$ cat src/rtl/axis_segmented_bram_pkg.sv
// Shared types for the segmented BRAM writer/reader pair.
//   state_t   : segment FSM states
//   cnt_width : width of a word counter that must reach 2^A (A+1 bits)
package axis_segmented_bram_pkg;

    typedef enum logic [1:0] {
        ST_IDLE  = 2'd0,
        ST_WRITE = 2'd1,
        ST_DONE  = 2'd2
    } state_t;

    function automatic int cnt_width(input int addr_w);
        return addr_w + 1;
    endfunction

endpackage

$ cat src/rtl/axis_segment_addr_cntr.sv
// Segment address / word counter, shared by the segmented BRAM writer and reader.
// Ports:
//   clk, rst_n       : clock, synchronous active-low reset
//   load             : latch offset into addr and end_addr into end_reg, clear count
//   offset, end_addr : segment bounds (end inclusive)
//   beat             : one word transferred this cycle, count increments
//   stop             : this beat is the final one, addr holds instead of incrementing
//   addr, count      : current address, words transferred so far
//   is_last          : addr has reached end_reg
module axis_segment_addr_cntr
    import axis_segmented_bram_pkg::*;
#(
    parameter int ADDR_W = 10
) (
    input  logic                           clk,
    input  logic                           rst_n,
    input  logic                           load,
    input  logic [ADDR_W-1:0]              offset,
    input  logic [ADDR_W-1:0]              end_addr,
    input  logic                           beat,
    input  logic                           stop,
    output logic [ADDR_W-1:0]              addr,
    output logic [cnt_width(ADDR_W)-1:0]   count,
    output logic                           is_last
);

    logic [ADDR_W-1:0] end_reg;

    always_ff @(posedge clk) begin
        if (!rst_n) begin
            addr    <= '0;
            end_reg <= '0;
            count   <= '0;
        end else if (load) begin
            addr    <= offset;
            end_reg <= end_addr;
            count   <= '0;
        end else if (beat) begin
            count <= count + 1'b1;
            // Holding addr on the final beat means addr never wraps past 2^A-1.
            if (!stop)
                addr <= addr + 1'b1;
        end
    end

    assign is_last = (addr == end_reg);

endmodule

$ cat src/rtl/axis_segmented_bram_writer.sv
// AXI4-Stream to BRAM segment writer. Writes samples from cfg_offset up to
// cfg_end (inclusive), then raises m_axis_done_tvalid until acknowledged.
// Optional feature macro: AXIS_SEGMENTED_BRAM_WRITER_TLAST_EN
//   defined   : an accepted beat with s_axis_tlast ends the segment early
//   undefined : s_axis_tlast is ignored
// Ports:
//   aclk, aresetn                 : clock, synchronous active-low reset
//   cfg_offset, cfg_end, start    : segment bounds, armed by start in IDLE
//   sts_data, sts_count           : current address, words written
//   s_axis_*                      : sample stream (tready high only in WRITE)
//   m_axis_done_tvalid/tready     : segment-complete handshake
//   bram_portb_*                  : BRAM write port, combinational from the handshake
module axis_segmented_bram_writer
    import axis_segmented_bram_pkg::*;
#(
    parameter int AXIS_TDATA_WIDTH = 32,
    parameter int BRAM_DATA_WIDTH  = 32,
    parameter int BRAM_ADDR_WIDTH  = 10
) (
    input  logic                          aclk,
    input  logic                          aresetn,
    input  logic [BRAM_ADDR_WIDTH-1:0]    cfg_offset,
    input  logic [BRAM_ADDR_WIDTH-1:0]    cfg_end,
    input  logic                          start,
    output logic [BRAM_ADDR_WIDTH-1:0]    sts_data,
    output logic [BRAM_ADDR_WIDTH:0]      sts_count,
    output logic                          s_axis_tready,
    input  logic [AXIS_TDATA_WIDTH-1:0]   s_axis_tdata,
    input  logic                          s_axis_tvalid,
    input  logic                          s_axis_tlast,
    output logic                          m_axis_done_tvalid,
    input  logic                          m_axis_done_tready,
    output logic                          bram_portb_clk,
    output logic                          bram_portb_rst,
    output logic [BRAM_ADDR_WIDTH-1:0]    bram_portb_addr,
    output logic [BRAM_DATA_WIDTH-1:0]    bram_portb_wrdata,
    output logic                          bram_portb_we
);

`ifdef AXIS_SEGMENTED_BRAM_WRITER_TLAST_EN
    localparam logic TLAST_EN = 1'b1;
`else
    localparam logic TLAST_EN = 1'b0;
`endif

    state_t state_q, state_d;
    logic   load, beat, final_beat, is_last;
    logic [BRAM_ADDR_WIDTH-1:0] addr;

    always_ff @(posedge aclk) begin
        if (!aresetn)
            state_q <= ST_IDLE;
        else
            state_q <= state_d;
    end

    always_comb begin
        state_d            = state_q;
        load               = 1'b0;
        s_axis_tready      = 1'b0;
        m_axis_done_tvalid = 1'b0;
        case (state_q)
            ST_IDLE: begin
                if (start) begin
                    load    = 1'b1;
                    // offset past end is a zero-length segment: report done directly
                    state_d = (cfg_offset > cfg_end) ? ST_DONE : ST_WRITE;
                end
            end
            ST_WRITE: begin
                s_axis_tready = 1'b1;
                if (s_axis_tvalid && final_beat)
                    state_d = ST_DONE;
            end
            ST_DONE: begin
                m_axis_done_tvalid = 1'b1;
                if (m_axis_done_tready)
                    state_d = ST_IDLE;
            end
            default: state_d = ST_IDLE;
        endcase
    end

    assign beat       = s_axis_tvalid & s_axis_tready;
    // With the feature disabled TLAST_EN is 0 and tlast folds away.
    assign final_beat = is_last | (TLAST_EN & s_axis_tlast);

    axis_segment_addr_cntr #(
        .ADDR_W (BRAM_ADDR_WIDTH)
    ) u_cntr (
        .clk      (aclk),
        .rst_n    (aresetn),
        .load     (load),
        .offset   (cfg_offset),
        .end_addr (cfg_end),
        .beat     (beat),
        .stop     (final_beat),
        .addr     (addr),
        .count    (sts_count),
        .is_last  (is_last)
    );

    assign sts_data        = addr;
    assign bram_portb_clk  = aclk;
    assign bram_portb_rst  = ~aresetn;
    assign bram_portb_addr = addr;
    assign bram_portb_we   = beat;

    generate
        if (BRAM_DATA_WIDTH > AXIS_TDATA_WIDTH) begin : g_zext
            assign bram_portb_wrdata = {{(BRAM_DATA_WIDTH-AXIS_TDATA_WIDTH){1'b0}}, s_axis_tdata};
        end else begin : g_trunc
            assign bram_portb_wrdata = s_axis_tdata[BRAM_DATA_WIDTH-1:0];
        end
    endgenerate

endmodule
$ cat config.mk
export PLATFORM = sky130hd
export DESIGN_NAME = axis_segmented_bram_writer
export DESIGN_NICKNAME = d
export VERILOG_FILES = /design/src/rtl/axis_segmented_bram_pkg.sv /design/src/rtl/axis_segment_addr_cntr.sv /design/src/rtl/axis_segmented_bram_writer.sv
export SDC_FILE = /design/constraint.sdc
export NUM_CORES = 1
export LEC_CHECK = 0
export CORE_MARGIN = 4
export CORE_UTILIZATION = 40
export CTS_BUF_LIST = sky130_fd_sc_hd__clkbuf_4 sky130_fd_sc_hd__clkbuf_8
export CTS_CLUSTER_DIAMETER = 120
export DETAILED_ROUTE_END_ITERATION = 8
export PLACE_DENSITY = 0.85
export SLEW_MARGIN = 25
export SYNTH_ARGS = -nofsm -noshare
export SYNTH_HDL_FRONTEND = slang
export SYNTH_SLANG_ARGS = --single-unit
$ cat constraint.sdc
create_clock -name aclk -period 3.45 [get_ports aclk]
set_input_delay 0.69 -clock aclk [delete_from_list [all_inputs] [get_ports aclk]]
set_output_delay 0.69 -clock aclk [all_outputs]
set_load 0.05 [all_outputs]
==> results of run 1 <==
## cells in the final DEF (no fill, tap or decap), types with 2 or more instances in the layout
cell             instances
and4_1                   2
a21oi_1                 19
o21a_1                   5
nand2b_1                 3
dfxtp_1                 33
buf_4                    4
nand2_1                 32
nor3_1                   7
o21ai_0                 13
a211oi_1                 4
nand4_1                  9
or3_1                    6
nand3_1                  5
xnor2_1                 15
ha_1                    12
a31oi_1                  5
and3_1                   2
clkbuf_8                 9
mux2i_1                  2
clkdlybuf4s50_1         58
nor2_1                  18
xor2_1                   4
or2_2                    2
inv_1                   16
## cells by family (layout without fill, tap and decap cells)
family,Yosys count,in the layout
AO/OA/AOI/OAI,54,54
XOR/XNOR,19,19
adder cells (fa/ha/maj),12,12
buffers and inverters,69,89
flip-flops,33,33
multiplexers,2,2
AND/OR/NAND/NOR,92,92
## final timing paths
kind,to,slack (ps),cells after the start
min reg2reg,u_cntr.end_reg[3],480,2
min,u_cntr.end_reg[3],480,2
max,bram_portb_clk,130,3
max reg2reg,u_cntr.addr[6],1520,4
## per-layer routing
layer / wire length (µm) / vias to the layer above / global-route usage (%)
li1: - / 950 / -
met1: 2120 / 867 / 19.05
met2: 2469 / 81 / 26.52
met3: 480 / 14 / 4.772
met4: 105 / 0 / 10.29
met5: 0 / - / 0
## cell type report
class / count / area, µm² / share of cell area [%]
multi-input combinational: 179 / 1124 / 41.55
sequential: 33 / 660.6 / 24.43
timing repair buffer: 61 / 600.6 / 22.21
clock buffer: 11 / 141.4 / 5.229
tap: 70 / 87.58 / 3.239
inverter: 16 / 60.06 / 2.221
clock inverter: 1 / 30.03 / 1.111
## worst reg2reg max path, delay by kind of cell (launching register included)
family          cells  cell delay [ps]
flops               1              450
compound gates      2              420
simple gates        2              990
## power breakdown
part / switching [mW] / internal [mW] / total, mW
Sequential: 0.0487 / 0.412 / 0.461
Combinational: 0.263 / 0.162 / 0.425
Clock: 0.198 / 0.336 / 0.535
Total: 0.510 / 0.910 / 1.42
==> flow_summary.json, run 1 <==
{
  "status": "finished clean",
  "wl_per_cell_um": 13.95,
  "path_class": "clock port to output pin",
  "drtIter0Drc": 56,
  "dieArea_um2": 6815,
  "dp.cells": 360,
  "path_delay_family": "buffers and inverters",
  "relSlewSlack_pct": 59.84,
  "synth_edf_count": 0,
  "gp_congestion": 0.8482,
  "cp-start-kind": "clock port",
  "synth_compound_gate_area_share_pct": 15.25,
  "synth_mux_area_share_pct": 0.9004,
  "crit_top_cell": "clkbuf_8",
  "yosysMostFrequentCell": "buf_4",
  "drc": 0,
  "r2r-start": "state_q[0]",
  "drive_above_1_share_pct": 5.980,
  "ir_worst_vdd_uv": 382.0,
  "slowest_stage": "clkdlybuf4s50_1",
  "worstPathCellList": "clkbuf_8 -> clkbuf_8 -> clkdlybuf4s50_1",
  "critPathMaxStageDelay_ps": 680,
  "syn_area_um2": 2223,
  "skew_ps": 5.527,
  "cts_resized": 0,
  "cp_num_buf_inv": 3,
  "slew_viol_final": 0,
  "yosys_register_bits": 33,
  "finalSetupViolations": 0,
  "grt_max_degree": 30,
  "powerDensity_nw_per_um2": 525.3,
  "post_cts_buffers": 0,
  "largest_reg_flops": 11,
  "n_antenna_cell": 0,
  "vias": 1912,
  "wl_mm": 5.176,
  "worstMarginPinSlew_ps": 602.4,
  "yosys_warnings": 0,
  "synthAdderAreaFrac_pct": 6.753,
  "finish.instance_area_um2": 2704,
  "antenna_left": 0,
  "pre_cts_ws_ps": 362.9,
  "rows": 26,
  "report.final.hold_viol_count": 0,
  "critical_path_required_ps": 2760,
  "portBuffers": 60,
  "p_leak_nw": 1.016,
  "async_flop_share_pct": 0,
  "ios": 126,
  "cts_hold_buf": 0,
  "synth_flop_cell": "dfxtp_1",
  "die_width_um": 82.56,
  "via_per_inst": 5.154,
  "synth_top_family_by_area": "simple AND/OR/NAND/NOR gates",
  "antenna_found_initial": 0,
  "insertion_delay_ps": 390,
  "hold_path_class": "register to register",
  "worst_slack_ps": 126.1,
  "cp.arrival_ps": 2630,
  "synth_area_per_cell_um2": 7.912,
  "synth_top_area_share_pct": 29.71,
  "hold_ws_ps": 475.7,
  "yosysTopAreaCell": "dfxtp_1",
  "yosys-top-cells-count": "43 x buf_4, 33 x dfxtp_1, 32 x nand2_1, 19 x a21oi_1, 18 x nor2_1",
  "nFillCells": 501,
  "rsz0062_at_grt": "false",
  "area_delta_synth_final_pct": 21.61,
  "die_y_um": 82.56,
  "ys_seq_area_share_pct": 29.71,
  "max_cap_viol_count": 0,
  "cp_max_fo": 2,
  "clk_pin_slew_ps": 70,
  "syn-num-nets": 351,
  "min-delay-start": "u_cntr.end_reg[3]",
  "crit_start": "aclk",
  "cts_tree": "done",
  "syn-instance-count": 281,
  "start_util_pct": 42.45,
  "yosysUniqueCellTypes": 40,
  "end_kind": "output pin",
  "place_hpwl_mm": 4.073,
  "drt-pass1-iter-count": 4,
  "grt_util_all_layers_pct": 16.46,
  "dpl-instance-area_um2": 2542,
  "finalPower_mw": 1.420,
  "core-area_um2": 5238,
  "first_global_vias": 1906,
  "stdcell_count": 371,
  "synthTopCellsByArea": "dfxtp_1 30%, buf_4 15%, ha_1 6.8%",
  "tns_ps": 0,
  "final_util_pct": 51.62,
  "grt-ovfl-total": 0,
  "synth_xor_area_share_pct": 7.485,
  "fin_nets": 370,
  "synthSimpleGateAreaFrac_pct": 20.15,
  "grt_first_pass_wirelength_mm": 8.459
}
Note: power is estimated with default switching activity, not from simulation.
==> run 2: changes to the inputs <==
--- a/config.mk
+++ b/config.mk
@@ -10,8 +10,9 @@
 export CTS_BUF_LIST = sky130_fd_sc_hd__clkbuf_4 sky130_fd_sc_hd__clkbuf_8
 export CTS_CLUSTER_DIAMETER = 120
 export DETAILED_ROUTE_END_ITERATION = 8
-export PLACE_DENSITY = 0.85
+export PLACE_DENSITY = 0.84
 export SLEW_MARGIN = 25
 export SYNTH_ARGS = -nofsm -noshare
 export SYNTH_HDL_FRONTEND = slang
+export SYNTH_HIERARCHICAL = 1
 export SYNTH_SLANG_ARGS = --single-unit
==> flow_summary.json, run 2 <==
{
  "via_per_inst": 5.477,
  "yosys_warnings": 6,
  "portBuffers": 60,
  "worstMarginPinSlew_ps": 543.3,
  "core-area_um2": 5540,
  "wl_mm": 5.420,
  "synth_flop_cell": "dfxtp_1",
  "critPathMaxStageDelay_ps": 690,
  "layout_commonest_cell": "clkdlybuf4s50_1",
  "antenna_left": 0,
  "gp_congestion": 0.8602,
  "syn-num-nets": 347,
  "critical_path_required_ps": 2760,
  "report.final.hold_viol_count": 0,
  "n_antenna_cell": 0,
  "max_cap_viol_count": 0,
  "cts_hold_buf": 0,
  "clk_pin_slew_ps": 70,
  "powerDensity_nw_per_um2": 476.6,
  "crit_start": "aclk",
  "syn-instance-count": 277,
  "r2r_slack_ps": 1200,
  "synth_edf_count": 0,
  "p_leak_nw": 1.059,
  "r2r_cells": 6,
  "die_width_um": 83.83,
  "slowest_stage": "clkdlybuf4s50_1",
  "slew_viol_final": 0,
  "cts_tree": "done",
  "worstPathCellList": "clkbuf_8 -> clkbuf_8 -> clkdlybuf4s50_1",
  "rsz0062_at_grt": "false",
  "stdcell_count": 373,
  "die_y_um": 83.83,
  "syn_area_um2": 2300,
  "rows": 27,
  "yosys_register_bits": 33,
  "dp.cells": 362,
  "vias": 2043,
  "synth_area_per_cell_um2": 8.302,
  "grt-ovfl-total": 0,
  "hold_path_class": "register to register",
  "grt_first_pass_wirelength_mm": 8.873,
  "fin_nets": 370,
  "r2r-start": "u_cntr/addr[5]",
  "first_global_vias": 1978,
  "end_kind": "output pin",
  "ir_worst_vdd_uv": 669.4,
  "yosysMostFrequentCell": "buf_4",
  "grt_max_degree": 18,
  "crit_top_cell": "clkbuf_8",
  "drive_above_1_share_pct": 7.641,
  "cp_max_fo": 2,
  "path_class": "clock port to output pin",
  "yosysTopAreaCell": "dfxtp_1",
  "skew_ps": 4.588,
  "finalSetupViolations": 0,
  "place_hpwl_mm": 4.235,
  "drc": 0,
  "start_util_pct": 41.51,
  "drtIter0Drc": 82,
  "cp-start-kind": "clock port",
  "post_cts_buffers": 0,
  "critPathCapture": "bram_portb_clk",
  "relSlewSlack_pct": 63.66,
  "yosysUniqueCellTypes": 45,
  "yosys-top-cells-count": "43 x buf_4, 33 x dfxtp_1, 21 x nor2_1, 18 x inv_1, 14 x o21ai_0",
  "drt-pass1-iter-count": 4,
  "grt_util_all_layers_pct": 15.97,
  "reg2reg_to": "u_cntr/addr[9]",
  "synthTopCellsByArea": "dfxtp_1 29%, buf_4 14%, ha_1 6.5%",
  "ys_seq_area_share_pct": 28.73,
  "wl_per_cell_um": 14.53,
  "mostFrequentLayoutCells": "59 x clkdlybuf4s50_1, 33 x dfxtp_1, 21 x nor2_1",
  "cts_resized": 0,
  "area_delta_synth_final_pct": 20.62,
  "dieArea_um2": 7027,
  "tns_ps": 0,
  "synth_top_area_share_pct": 28.73,
  "antenna_found_initial": 0,
  "ios": 126,
  "status": "finished clean",
  "async_flop_share_pct": 0,
  "largest_reg_flops": 11,
  "insertion_delay_ps": 400,
  "cp.arrival_ps": 2640
}
## run 2: changes by cell type after synthesis, sizes merged, moves of 4 or more
cell    delta
a21oi      -5
mux2i     +11
xnor2      -5
o211ai     +4
nand2     -19
nor3       -6
o21a       -5
## run 2: worst min path at each step
stage                     slack [ps]               from  cells after the start                end
after floorplan                  480  u_cntr/end_reg[0]                      2  u_cntr/end_reg[0]
after global placement           450   u_cntr/count[10]                      2   u_cntr/count[10]
after detailed placement         460   u_cntr/count[10]                      2   u_cntr/count[10]
after CTS                        480   u_cntr/count[10]                      2   u_cntr/count[10]
after global routing             490   u_cntr/count[10]                      2   u_cntr/count[10]
final                            480   u_cntr/count[10]                      2   u_cntr/count[10]
## run 2: cell type report
cell class	instances	area, µm²
sequential	33	660.6
inverter	18	67.56
tap	72	90.09
clock buffer	10	127.6
clock inverter	2	10.01
fill	534	2766
multi-input combinational	175	1200
timing repair buffer	63	618.1
## run 2: worst max-delay path: cells and delay by family
kind,cells,cell delay (ps)
buffers and inverters,3,920
## run 2: kinds of logic after synthesis
family / synth area share [%]
simple gates: 20.78
buf+inv: 19.10
xor+xnor: 5.712
mux: 5.658
compound gates: 13.49
fa+ha+maj: 6.529
flops: 28.73
## run 2: through the flow
| stage | hold slack [ps] | util [%] | total power [mW] | cell area, µm² | setup slack [ps] |
|---|---|---|---|---|---|
| after floorplan | 480.4 | - | 0.9182 | 2300 | 867.9 |
| after global placement | 453.5 | 47.76 | 0.9398 | 2646 | 362.9 |
| after detailed placement | 464.5 | 47.76 | 0.9475 | 2646 | 362.9 |
| after CTS | 476.1 | 50.07 | 1.339 | 2774 | 110.1 |
| after global routing | 485.8 | 50.07 | 1.395 | 2774 | 104.8 |
| final | 475.6 | 50.07 | 1.322 | 2774 | 122.0 |
## run 2: report_power, final
| part | switching [mW] | internal, mW | leakage [nW] |
|---|---|---|---|
| registers | 0.0497 | 0.411 | 0.270 |
| logic | 0.247 | 0.165 | 0.714 |
| clock network | 0.209 | 0.241 | 0.0739 |
## run 2: metal layers
| metal | wire (µm) | vias up | part of all wire [%] | global-route usage, % |
|---|---|---|---|---|
| met5 | 0 | - | 0 | 0 |
| met4 | 189 | 0 | 3.5 | 10.09 |
| met3 | 442 | 23 | 8.2 | 5.824 |
| met2 | 2480 | 104 | 46 | 25.16 |
| met1 | 2307 | 938 | 43 | 18.17 |
| li1 | - | 978 | - | - |
==> run 3: changes to the inputs <==
--- a/config.mk
+++ b/config.mk
@@ -5,12 +5,14 @@
 export SDC_FILE = /design/constraint.sdc
 export NUM_CORES = 1
 export LEC_CHECK = 0
-export CORE_MARGIN = 4
+export CORE_MARGIN = 2
 export CORE_UTILIZATION = 40
 export CTS_BUF_LIST = sky130_fd_sc_hd__clkbuf_4 sky130_fd_sc_hd__clkbuf_8
 export CTS_CLUSTER_DIAMETER = 120
 export DETAILED_ROUTE_END_ITERATION = 8
-export PLACE_DENSITY = 0.84
+export DONT_BUFFER_PORTS = 1
+export PLACE_DENSITY = 0.56
+export SKIP_CTS_REPAIR_TIMING = 1
 export SLEW_MARGIN = 25
 export SYNTH_ARGS = -nofsm -noshare
 export SYNTH_HDL_FRONTEND = slang
==> flow_summary.json, run 3 (synthesized netlist as in run 2, its figures left out) <==
{
  "reg2reg_to": "u_cntr/addr[9]",
  "report.final.hold_viol_count": 0,
  "clkPwrFrac_pct": 28.1,
  "area_delta_synth_final_pct": -3.754,
  "fin_nets": 317,
  "drive_above_1_share_pct": 11.34,
  "antenna_found_initial": 0,
  "cp.arrival_ps": 2670,
  "powerDensity_nw_per_um2": 500.7,
  "drt-pass1-iter-count": 4,
  "wl_mm": 5.530,
  "ir_worst_vdd_uv": 184.2,
  "status": "finished clean",
  "use_met1_pct": 20.57,
  "wl_per_cell_um": 17.34,
  "combPwrFrac_pct": 32.6,
  "nFillCells": 601,
  "gp_congestion": 0.7822,
  "sw_frac_of_total_pct": 38.45,
  "slowest_stage": "or4_1",
  "tns_ps": 0,
  "drc": 0,
  "cp-start-kind": "register",
  "worstMarginPinSlew_ps": 880.2,
  "cp_max_fo": 12,
  "finalCriticalPeriod_ps": 2454,
  "r2r_cells": 5,
  "drtIter0Drc": 103,
  "start_util_pct": 41.51,
  "die_width_um": 79.83,
  "gr-usage-met2_pct": 29.41,
  "largest_reg_flops": 11,
  "mostFrequentLayoutCells": "33 x dfxtp_1, 21 x nor2_1, 18 x inv_1",
  "cts_buffers": 5,
  "fin_crit_sh_pct": 71.14,
  "rows": 27,
  "worstPathCellList": "and2b_1 -> and2_1 -> nand4b_1 -> or4_1 -> a31oi_1",
  "hold_path_end": "u_cntr/end_reg[4]",
  "slew_viol_final": 0,
  "layout_commonest_cell": "dfxtp_1",
  "skew_ps": 6.264,
  "final_util_pct": 39.95,
  "rsz0062_at_grt": "false",
  "path_class": "register to register",
  "clk_pin_slew_ps": 70,
  "r2r_slack_ps": 1000,
  "cts_tree": "done",
  "grt_first_pass_wirelength_mm": 8.583,
  "end_kind": "register",
  "root_buffer": "clkbuf_8",
  "htreeDepth": 2,
  "first_global_vias": 1718,
  "grt_busiest_layer": "met2",
  "max_freq_mhz": 407.5,
  "via_per_inst": 5.658,
  "max_cap_viol_count": 0,
  "vias": 1805,
  "place_hpwl_mm": 4.157,
  "critical_path_required_ps": 3670,
  "insertion_delay_ps": 290,
  "cts_buffer_depth": 2,
  "core-area_um2": 5540,
  "grt_util_all_layers_pct": 18.12,
  "relSlewSlack_pct": 41.10,
  "portBuffers": 0,
  "p_int_uw": 682.1,
  "die_y_um": 79.83,
  "cp_num_buf_inv": 0,
  "n_antenna_cell": 0,
  "r2r-start": "state_q[0]",
  "whs_path_depth": 2,
  "finish.instance_area_um2": 2213,
  "p_leak_nw": 0.8653,
  "ios": 126,
  "seq_power_share_pct": 39.3,
  "use_met3_pct": 9.502,
  "grt-ovfl-total": 0,
  "clkSinkCount": 33,
  "critPathMaxStageDelay_ps": 640,
  "grt_max_degree": 18,
  "min-delay-start": "u_cntr/end_reg[4]",
  "hold_path_class": "register to register",
  "dieArea_um2": 6372,
  "antenna_left": 0,
  "path_delay_family": "simple AND/OR/NAND/NOR gates",
  "dpl-instance-area_um2": 2123,
  "p_switching_uw": 426.2,
  "finalSetupViolations": 0
}
## run 3: cell types whose count changed in the layout (fill, tap and decap cells not counted), sizes merged
cell	change
clkbuf	-2
buf	+9
clkdlybuf4s50	-59
clkinv	-2
## run 3: worst max path at each step
stage,from,to,slack [ps],cells after the start
after global routing,state_q[0],u_cntr/addr[9],800,5
after CTS,state_q[0],u_cntr/addr[9],980,5
after global placement,s_axis_tvalid,u_cntr/addr[9],980,4
after floorplan,aclk,bram_portb_clk,870,1
after detailed placement,s_axis_tvalid,u_cntr/addr[9],900,4
final,state_q[0],u_cntr/addr[9],1000,5
## run 3: layout make-up
cell class	instances	area, µm²	share of cell area (%)
Sequential cell	33	660.6	29.85
Timing Repair Buffer	14	105.1	4.748
Clock buffer	7	90.09	4.070
Multi-Input combinational cell	175	1200	54.21
Tap cell	72	90.09	4.070
Inverter	18	67.56	3.053
## run 3: per-stage QoR
step                      cells  setup WS, ps  hold slack [ps]  total power [mW]
after floorplan             277         867.9            480.4            0.9182
after global placement      312         975.1            496.4            0.8036
after detailed placement    312         897.0            507.6            0.8071
after CTS                   319         984.2            524.9             1.121
after global routing        319         799.1            532.2             1.171
final                       319         995.8            520.5             1.108
## run 3: per-layer routing
layer / up-vias / routed length [µm] / share of wire (%)
met5: - / 0 / 0
met4: 0 / 99 / 1.8
met3: 14 / 639 / 12
met2: 95 / 2566 / 46
met1: 825 / 2225 / 40
li1: 871 / - / -
## run 3: worst reg2reg max path, stage by stage (launching register included)
cell      delay, ps
dfxtp_1         450
and2b_1         170
and2_1          470
nand4b_1        500
or4_1           640
a31oi_1         160
## run 3: power by group through the flow
stage / logic [mW] / registers [mW] / clock network [mW]
3_3_place_gp: 0.360 / 0.444 / 0
4_1_cts: 0.364 / 0.436 / 0.321
5_1_grt: 0.391 / 0.440 / 0.340
2_1_floorplan: 0.348 / 0.508 / 0.0625
3_5_place_dp: 0.362 / 0.445 / 0
6_report: 0.361 / 0.436 / 0.311
